File: config.mk
export PLATFORM = sky130hd
export DESIGN_NAME = clint_timer
export DESIGN_NICKNAME = d
export VERILOG_FILES = /design/src/rtl/clint_timer.sv
export SDC_FILE = /design/constraint.sdc
export NUM_CORES = 1
export LEC_CHECK = 0
export BUFFER_PORTS_ARGS = -buffer_cell sky130_fd_sc_hd__buf_2
export CAP_MARGIN = 10
export CORE_MARGIN = 2
export CORE_UTILIZATION = 53
export CTS_BUF_LIST = sky130_fd_sc_hd__clkbuf_16
export DETAILED_ROUTE_END_ITERATION = 6
export GPL_TIMING_DRIVEN = 0
export PLACE_DENSITY = 0.74
export RECOVER_POWER = 25
export SYNTH_ARGS = -nofsm -noshare
export SYNTH_HDL_FRONTEND = slang
export SYNTH_SLANG_ARGS = --single-unit
File: constraint.sdc
create_clock -name clock -period 2 [get_ports clock]
set_input_delay 0.2 -clock clock [delete_from_list [all_inputs] [get_ports clock]]
set_output_delay 0.2 -clock clock [all_outputs]
set_load 0.02 [all_outputs]
File: src/rtl/clint_timer.sv
// Core-local interruptor: 64-bit machine timer, timer compare and software-interrupt register behind a
// request/response register port. Optional mtime prescaler is enabled with `define CLINT_PRESCALER_EN.
module clint_timer #(
  parameter int unsigned PRESCALE = 1
) (
  input  logic        clock,
  input  logic        reset_n,
  input  logic        req_valid,
  output logic        req_ready,
  input  logic        req_write,
  input  logic [15:0] req_addr,
  input  logic [31:0] req_wdata,
  input  logic [3:0]  req_wstrb,
  output logic        resp_valid,
  input  logic        resp_ready,
  output logic [31:0] resp_rdata,
  output logic        resp_error,
  output logic        timer_int,
  output logic        soft_int
);

  typedef enum logic {IDLE, RESP} state_t;

  localparam logic [15:0] ADDR_MSIP     = 16'h0000;
  localparam logic [15:0] ADDR_CMP_LO   = 16'h4000;
  localparam logic [15:0] ADDR_CMP_HI   = 16'h4004;
  localparam logic [15:0] ADDR_MTIME_LO = 16'hBFF8;
  localparam logic [15:0] ADDR_MTIME_HI = 16'hBFFC;

  if (PRESCALE == 0 || PRESCALE > 65535) begin : g_bad_prescale
    $error("clint_timer: PRESCALE must be in 1..65535");
  end

  state_t      state;
  logic [63:0] mtime;
  logic [63:0] mtimecmp;
  logic        msip;
  logic        tick;
  logic [31:0] read_data;

  logic sel_msip, sel_cmp_lo, sel_cmp_hi, sel_time_lo, sel_time_hi, addr_ok;
  logic accept, do_write, wr_time_lo, wr_time_hi;

  // Exact-match decode on word addresses also rejects misaligned offsets.
  assign sel_msip    = (req_addr == ADDR_MSIP);
  assign sel_cmp_lo  = (req_addr == ADDR_CMP_LO);
  assign sel_cmp_hi  = (req_addr == ADDR_CMP_HI);
  assign sel_time_lo = (req_addr == ADDR_MTIME_LO);
  assign sel_time_hi = (req_addr == ADDR_MTIME_HI);
  assign addr_ok     = sel_msip | sel_cmp_lo | sel_cmp_hi | sel_time_lo | sel_time_hi;

  assign accept     = (state == IDLE) && req_valid;
  assign do_write   = accept && req_write && addr_ok;
  // An all-zero strobe is a no-op and must not steal the tick.
  assign wr_time_lo = do_write && sel_time_lo && (req_wstrb != 4'b0000);
  assign wr_time_hi = do_write && sel_time_hi && (req_wstrb != 4'b0000);

  assign soft_int = msip;

  function automatic logic [31:0] merge_bytes(input logic [31:0] old_val,
                                              input logic [31:0] new_val,
                                              input logic [3:0]  strb);
    logic [31:0] res;
    res = old_val;
    for (int b = 0; b < 4; b++) begin
      if (strb[b]) res[8*b +: 8] = new_val[8*b +: 8];
    end
    return res;
  endfunction

`ifdef CLINT_PRESCALER_EN
  localparam logic [15:0] PRE_LAST = 16'(PRESCALE - 1);
  logic [15:0] pre_cnt;

  always_ff @(posedge clock or negedge reset_n) begin
    if (!reset_n) pre_cnt <= '0;
    else          pre_cnt <= (pre_cnt == PRE_LAST) ? 16'd0 : pre_cnt + 16'd1;
  end

  assign tick = (pre_cnt == PRE_LAST);
`else
  assign tick = 1'b1;
`endif

  // NOTE: every signal assigned in always_comb gets a default first so no latch is inferred.
  always_comb begin
    read_data = '0;
    if      (sel_msip)    read_data = {31'b0, msip};
    else if (sel_cmp_lo)  read_data = mtimecmp[31:0];
    else if (sel_cmp_hi)  read_data = mtimecmp[63:32];
    else if (sel_time_lo) read_data = mtime[31:0];
    else if (sel_time_hi) read_data = mtime[63:32];
  end

  // NOTE: sequential state uses non-blocking assignments so all flops sample pre-edge values.
  always_ff @(posedge clock or negedge reset_n) begin
    if (!reset_n) begin
      mtime     <= '0;
      mtimecmp  <= '1;
      msip      <= 1'b0;
      timer_int <= 1'b0;
    end else begin
      timer_int <= (mtime >= mtimecmp);
      if (wr_time_lo || wr_time_hi) begin
        // Write beats tick: the untouched half keeps its pre-tick value, no carry.
        if (wr_time_lo) mtime[31:0]  <= merge_bytes(mtime[31:0], req_wdata, req_wstrb);
        if (wr_time_hi) mtime[63:32] <= merge_bytes(mtime[63:32], req_wdata, req_wstrb);
      end else if (tick) begin
        mtime <= mtime + 64'd1;
      end
      if (do_write && sel_cmp_lo)
        mtimecmp[31:0] <= merge_bytes(mtimecmp[31:0], req_wdata, req_wstrb);
      if (do_write && sel_cmp_hi)
        mtimecmp[63:32] <= merge_bytes(mtimecmp[63:32], req_wdata, req_wstrb);
      if (do_write && sel_msip && req_wstrb[0])
        msip <= req_wdata[0];
    end
  end

  always_ff @(posedge clock or negedge reset_n) begin
    if (!reset_n) begin
      state      <= IDLE;
      req_ready  <= 1'b1;
      resp_valid <= 1'b0;
      resp_rdata <= '0;
      resp_error <= 1'b0;
    end else begin
      unique case (state)
        IDLE: if (req_valid) begin
          state      <= RESP;
          req_ready  <= 1'b0;
          resp_valid <= 1'b1;
          resp_rdata <= (addr_ok && !req_write) ? read_data : 32'd0;
          resp_error <= !addr_ok;
        end
        RESP: if (resp_ready) begin
          state      <= IDLE;
          req_ready  <= 1'b1;
          resp_valid <= 1'b0;
          resp_rdata <= '0;
          resp_error <= 1'b0;
        end
        default: state <= IDLE;
      endcase
    end
  end

endmodule

==> Yosys cells after proc, flatten, opt, wreduce, memory -nomap -nowiden <==
Cells that the tools add are included.
{ "classes": {"order_cmp": 1, "mul": 0, "n_shift": 0, "bitwise_logic": 5, "n_div": 0, "mux": 27, "add_sub_neg": 1, "reduce_logical": 34, "eq_ne": 12} }
{ "ops": {"columns": ["cell", "count"], "rows": [
  ["2-to-1 mux 32 bit", 10],
  ["adder 64 x 1 -> 64 bit, second input constant", 1],
  ["greater-or-equal comparator 64 bit", 1],
  ["2-to-1 mux 64 bit", 1],
  ["one-hot mux 32 bit (2 select lines)", 1],
  ["AND reduction 2 bit", 17],
  ["== test 16 x 15 -> 1 bit, second input constant", 2],
  ["== test 16 bit, second input constant", 2],
  ["2-to-1 mux 8 bit", 4],
  ["zero test 16 bit", 1],
  ["inequality test 2 bit, second input constant", 8],
  ["logical AND 1 bit", 12],
  ["one-hot mux 1 bit (2 select lines)", 4],
  ["2-to-1 mux 1 bit", 7],
  ["bitwise OR 1 bit", 4],
  ["nonzero test 4 bit", 1],
  ["zero test 1 bit", 2],
  ["logical OR 1 bit", 1],
  ["NOT 1 bit", 1]
]} }
{ "totals": {"ram_bits": 0, "latchBits": 0, "inputBits": 57, "out_inout_bits": 37, "register_bits": 166, "memories": 0, "rom_bits": 0, "word_cells": 103} }

==> Longest topological paths before layout <==
{ "logic_depth": {"depth_word": 11, "ltp_mapped": 9, "mapped_depth_nobuf": 8} }

==> Worst setup path before layout <==
OpenSTA, ideal clock, no wires.
{ "synth_path": {"path_type": "register to register", "start": "register mtime[1]", "end": "register mtime[54]", "slack_ns": -0.214, "stages_incl_launch_ff": 8, "path_buffers": 0, "t_arrival_ns": 2.145, "t_required_ns": 1.931, "period_less_slack_ns": 2.214, "cell_sequence": "dfrtp_1 > ha_1 > and3_1 > nand3_2 > nor4_1 > nand3_1 > or4_1 > nand3_1"} }
{ "synth_between": {"elab_chain_cells": 2} }
{ "synth_rtl": {"columns": ["item", "line_no", "rtl"], "rows": [
  ["start: declaration", "35", "logic [63:0] mtime;"],
  ["start signal: assignment", "106", "if (wr_time_lo) mtime[31:0] <= merge_bytes(mtime[31:0], req_wdata, req_wstrb);"],
  ["start signal: assignment", "109", "mtime <= mtime + 64'd1;"],
  ["adder 64 x 1 -> 64 bit", "109", null],
  ["2-to-1 mux 64 bit", "104", "if (wr_time_lo || wr_time_hi) begin"]
]} }
No other way between the ends.
A chain may end at the register's enable or synchronous reset.

==> Final worst setup path <==
{ "layout_path": {"start": "register mtimecmp[1]", "end": "register timer_int"} }
{ "layout_between": {"elab_chain_cells": 1} }
{ "layout_rtl": {"columns": ["item", "line_no", "rtl"], "rows": [
  ["start: declaration", "36", "logic [63:0] mtimecmp;"],
  ["start signal: assignment", "112", "mtimecmp[31:0] <= merge_bytes(mtimecmp[31:0], req_wdata, req_wstrb);"],
  ["greater-or-equal comparator 64 bit", "103", "timer_int <= (mtime >= mtimecmp);"],
  ["end signal: assignment", "103", null],
  ["end: declaration", "18", "output logic timer_int,"]
]} }
No other way between the ends.

==> flow_metrics.py <==
metrics = {
    "clock_network": {
        "cts_tree": "built",
        "clkTransAtPathRegs_ns": 0.07,
        "clock_tree.buffer_depth": 2,
        "htree_levels": 4,
        "insertion_delay_ns": 0.44,
        "numCtsBuffers": 17,
        "cts_root_buf": "clkbuf_16",
        "cts_sinks": 166,
    },
    "detailed_routing": {
        "post-route-drc-count": 0,
        "ant_nets": 0,
        "first_pass_iters": 7,
        "routedWlPerCell_um": 23.42,
        "dr.first_iter.drc_count": 1445,
        "wl_um": 37930,
        "vias": 10710,
        "viasPerCell": 6.612,
    },
    "cells_and_area": {
        "final_cell_mix": "nand2_1 (147), buf_2 (91), o21ai_0 (87)",
        "area_growth_pct": 31.21,
        "drive_gt1_share_pct": 38.60,
        "mostFrequentLayoutCell": "nand2_1",
        "diodes": 0,
        "nNetsFinal": 1464,
        "final_area_sq_um": 13630,
        "final_util_pct": 70.49,
    },
    "synth": {
        "synth_warnings": 0,
        "yosysTopAreaCell": "dfrtp_1",
        "synth_top_family_by_area": "simple AND/OR/NAND/NOR gates",
        "synth-edff-count": 0,
        "yosys.area_share.xor_xnor_pct": 0.4216,
        "synth_top_area_share_pct": 24.33,
        "synth_compound_area_share_pct": 18.79,
        "synth_area_sq_um": 10390,
        "synthFlopType": "dfrtp_1",
        "muxShareOfSynthArea_pct": 6.806,
        "synth_cell_type_count": 74,
        "synth_fp_nets": 1255,
        "syn_avg_cell_area_sq_um": 9.168,
        "yosys.area_share.simple_pct": 20.69,
        "synth-seq-cells": 166,
        "syn_inst": 1133,
        "asyncSetResetFlopFracSynth_pct": 100.0,
        "yosysSeqAreaShare_pct": 40.77,
        "ys_top_cells_by_area": "dfrtp_1 (24%), dfstp_2 (16%), ha_1 (7.8%)",
        "synth-adder-area-share_pct": 7.829,
    },
    "timing": {
        "max_freq_ghz": 0.4032,
        "setup_viol": 116,
        "finalCriticalPeriod_ns": 2.480,
        "rsz0062_at_grt": "true",
        "relSlewSlack_pct": -21.80,
        "slew_viol_final": 72,
        "fin_crit_sh_pct": 124.0,
        "fin_skew_ns": 0.007127,
        "setup_ws_ns": -0.4801,
        "worst_slew_pin_slew_ns": 1.827,
        "hold_violations": 0,
    },
    "global_route": {
        "use_met3_pct": 6.656,
        "grt_pass1_wl_um": 56260,
        "grt_pass1_vias": 10020,
        "grt.total_usage_pct": 35.96,
        "busiest_layer": "met2",
        "grt_overflow_total": 0,
        "met2_usage_pct": 56.77,
        "antenna_found_initial": 0,
        "grt_max_degree": 96,
        "met1_usage_pct": 46.64,
    },
    "floorplanning": {
        "row_count": 51,
        "core_area_sq_um": 19330,
        "boundaryPins": 94,
        "die_y_um": 144.0,
        "start_util_pct": 53.72,
        "die_x_um": 144.0,
        "dieArea_sq_um": 20730,
    },
    "setup_path": {
        "worstPathMaxFanout": 3,
        "crit_start": "mtimecmp[1]$_DFFE_PN1P_",
        "cp.required_ns": 2.29,
        "end_kind": "flop",
        "cp_data_arrival_time_ns": 2.77,
        "rr_startpoint": "mtimecmp[1]$_DFFE_PN1P_",
        "critPathLaunchType": "flop",
        "worstSetupPathType": "flop to flop",
    },
    "power": {
        "p_int_w": 0.005284,
        "power_density_nw_per_um2": 527.0,
        "p_sw_w": 0.001900,
        "netSwitchingFraction_pct": 26.45,
        "clkPwrFrac_pct": 42.5,
        "power_frac_comb_pct": 9.2,
        "p_seq_share_pct": 48.3,
        "report.power.total_w": 0.007183,
        "peakVddDrop_v": 0.0004418,
        "power.leakage_nw": 5.948,
    },
    "placed_design": {
        "dp_hpwl_um": 24770,
        "place.gp.congestion": 0.9647,
        "port_buffers": 92,
        "placed_area_sq_um": 11330,
    },
    "worst_hold_path": {
        "hold_path_startpoint": "req_wdata[27]",
        "worstHoldPathType": "primary input to flop",
    },
    "status": {
        "status": "complete, but fails checks",
        "violations": "max-capacitance violations, max-slew violations, negative setup slack",
    },
    "run": {
        "cap_violations": 1,
    },
}
worst max-delay path: stages, from the launching register on:
cell and delay, ns:
dfstp_2 0.55, inv_1 0.05, ha_1 0.16, a211o_1 0.30
a31oi_2 0.17, o311a_1 0.27, o211ai_1 0.21, a2111oi_4 0.45
o211ai_1 0.17
final cells by class:
type / instances / area, sq um
multi-input cells: 845 / 6546
repair buffers: 195 / 1368
well taps: 265 / 331.6
clock buffers: 18 / 450.4
flip-flops and latches: 166 / 4265
clock inverters: 14 / 70.07
fillers: 1465 / 5705
plain buffers: 42 / 316.6
inverters: 75 / 281.5
per-stage QoR:
stage / hold slack [ns] / cells / setup WS [ns] / TNS (ns)
after floorplan: -0.09559 / 1133 / -0.05520 / -0.2063
after global placement: 0.4216 / 1490 / -2.178 / -335.83
after detailed placement: 0.2069 / 1492 / -0.8421 / -90.86
after CTS: 0.002718 / 1586 / -0.4541 / -3.917
after global routing: 0.01524 / 1620 / -0.5352 / -52.45
final: 0.002690 / 1620 / -0.4801 / -11.81
timing repair:
| action | 4_1_cts | 5_1_grt |
|---|---|---|
| buffers inserted | 62 | 36 |
| cloned | 1 | 0 |
| hold endpoints to repair | 41 | 0 |
| gates resized for setup | 171 | 136 |
| pin swaps | 63 | 68 |
| setup endpoints to repair | 159 | 140 |
| hold buffers | 4 | 0 |
final timing paths:
path / to / slack, ns / cells after the start
worst max-delay path: timer_int$_DFF_PN0_ / -0.48 / 8
worst min-delay path: mtimecmp[59]$_DFFE_PN1P_ / 0.003 / 3
worst max register to register: timer_int$_DFF_PN0_ / -0.48 / 8
worst min register to register: resp_rdata[5]$_DFFE_PN0P_ / 0.47 / 2
max in group asynchronous: mtime[26]$_DFFE_PN0P_ / -0.12 / 3
min in group asynchronous: mtime[1]$_DFFE_PN0P_ / 0.80 / 2
cells in the mapped netlist, types with 25 or more instances:
| cell | n |
|---|---|
| dfstp_2 | 65 |
| nor2_1 | 57 |
| dfrtp_1 | 101 |
| o21ai_0 | 119 |
| clkbuf_1 | 31 |
| nand2_1 | 157 |
| ha_1 | 65 |
| nand4_1 | 32 |
| inv_1 | 75 |
| mux2_2 | 45 |
| nand3_1 | 44 |
| nor3_1 | 25 |
| a21oi_1 | 30 |
state kept, by name, summed over array words and instances, names as in the netlist:
signal,cells
soft_int,1
timer_int,1
resp_valid,1
mtimecmp,64
mtime,64
resp_rdata,32
state,1
resp_error,1
req_ready,1
kinds of logic after synthesis:
family          count (synthesis)
compound gates                293
buf+inv                       122
fa+ha+maj                      65
xor+xnor                        5
simple gates                  417
flops                         166
mux                            65
routing by layer:
| layer | vias to the layer above | part of all wire [%] |
|---|---|---|
| met5 | - | 0 |
| met2 | 715 | 46 |
| met4 | 0 | 6.3 |
| met3 | 185 | 9.8 |
| met1 | 5157 | 38 |
| li1 | 4654 | - |
power by group through the flow:
stage / registers (W) / logic (W) / clock network, W
floorplan: 0.00354 / 0.000203 / 0
global placement: 0.00354 / 0.000474 / 0
detailed placement: 0.00354 / 0.000493 / 0
CTS: 0.00347 / 0.000594 / 0.00303
global route: 0.00347 / 0.000712 / 0.00318
finish: 0.00347 / 0.000663 / 0.00305
Power figures use the tool's default switching activity.
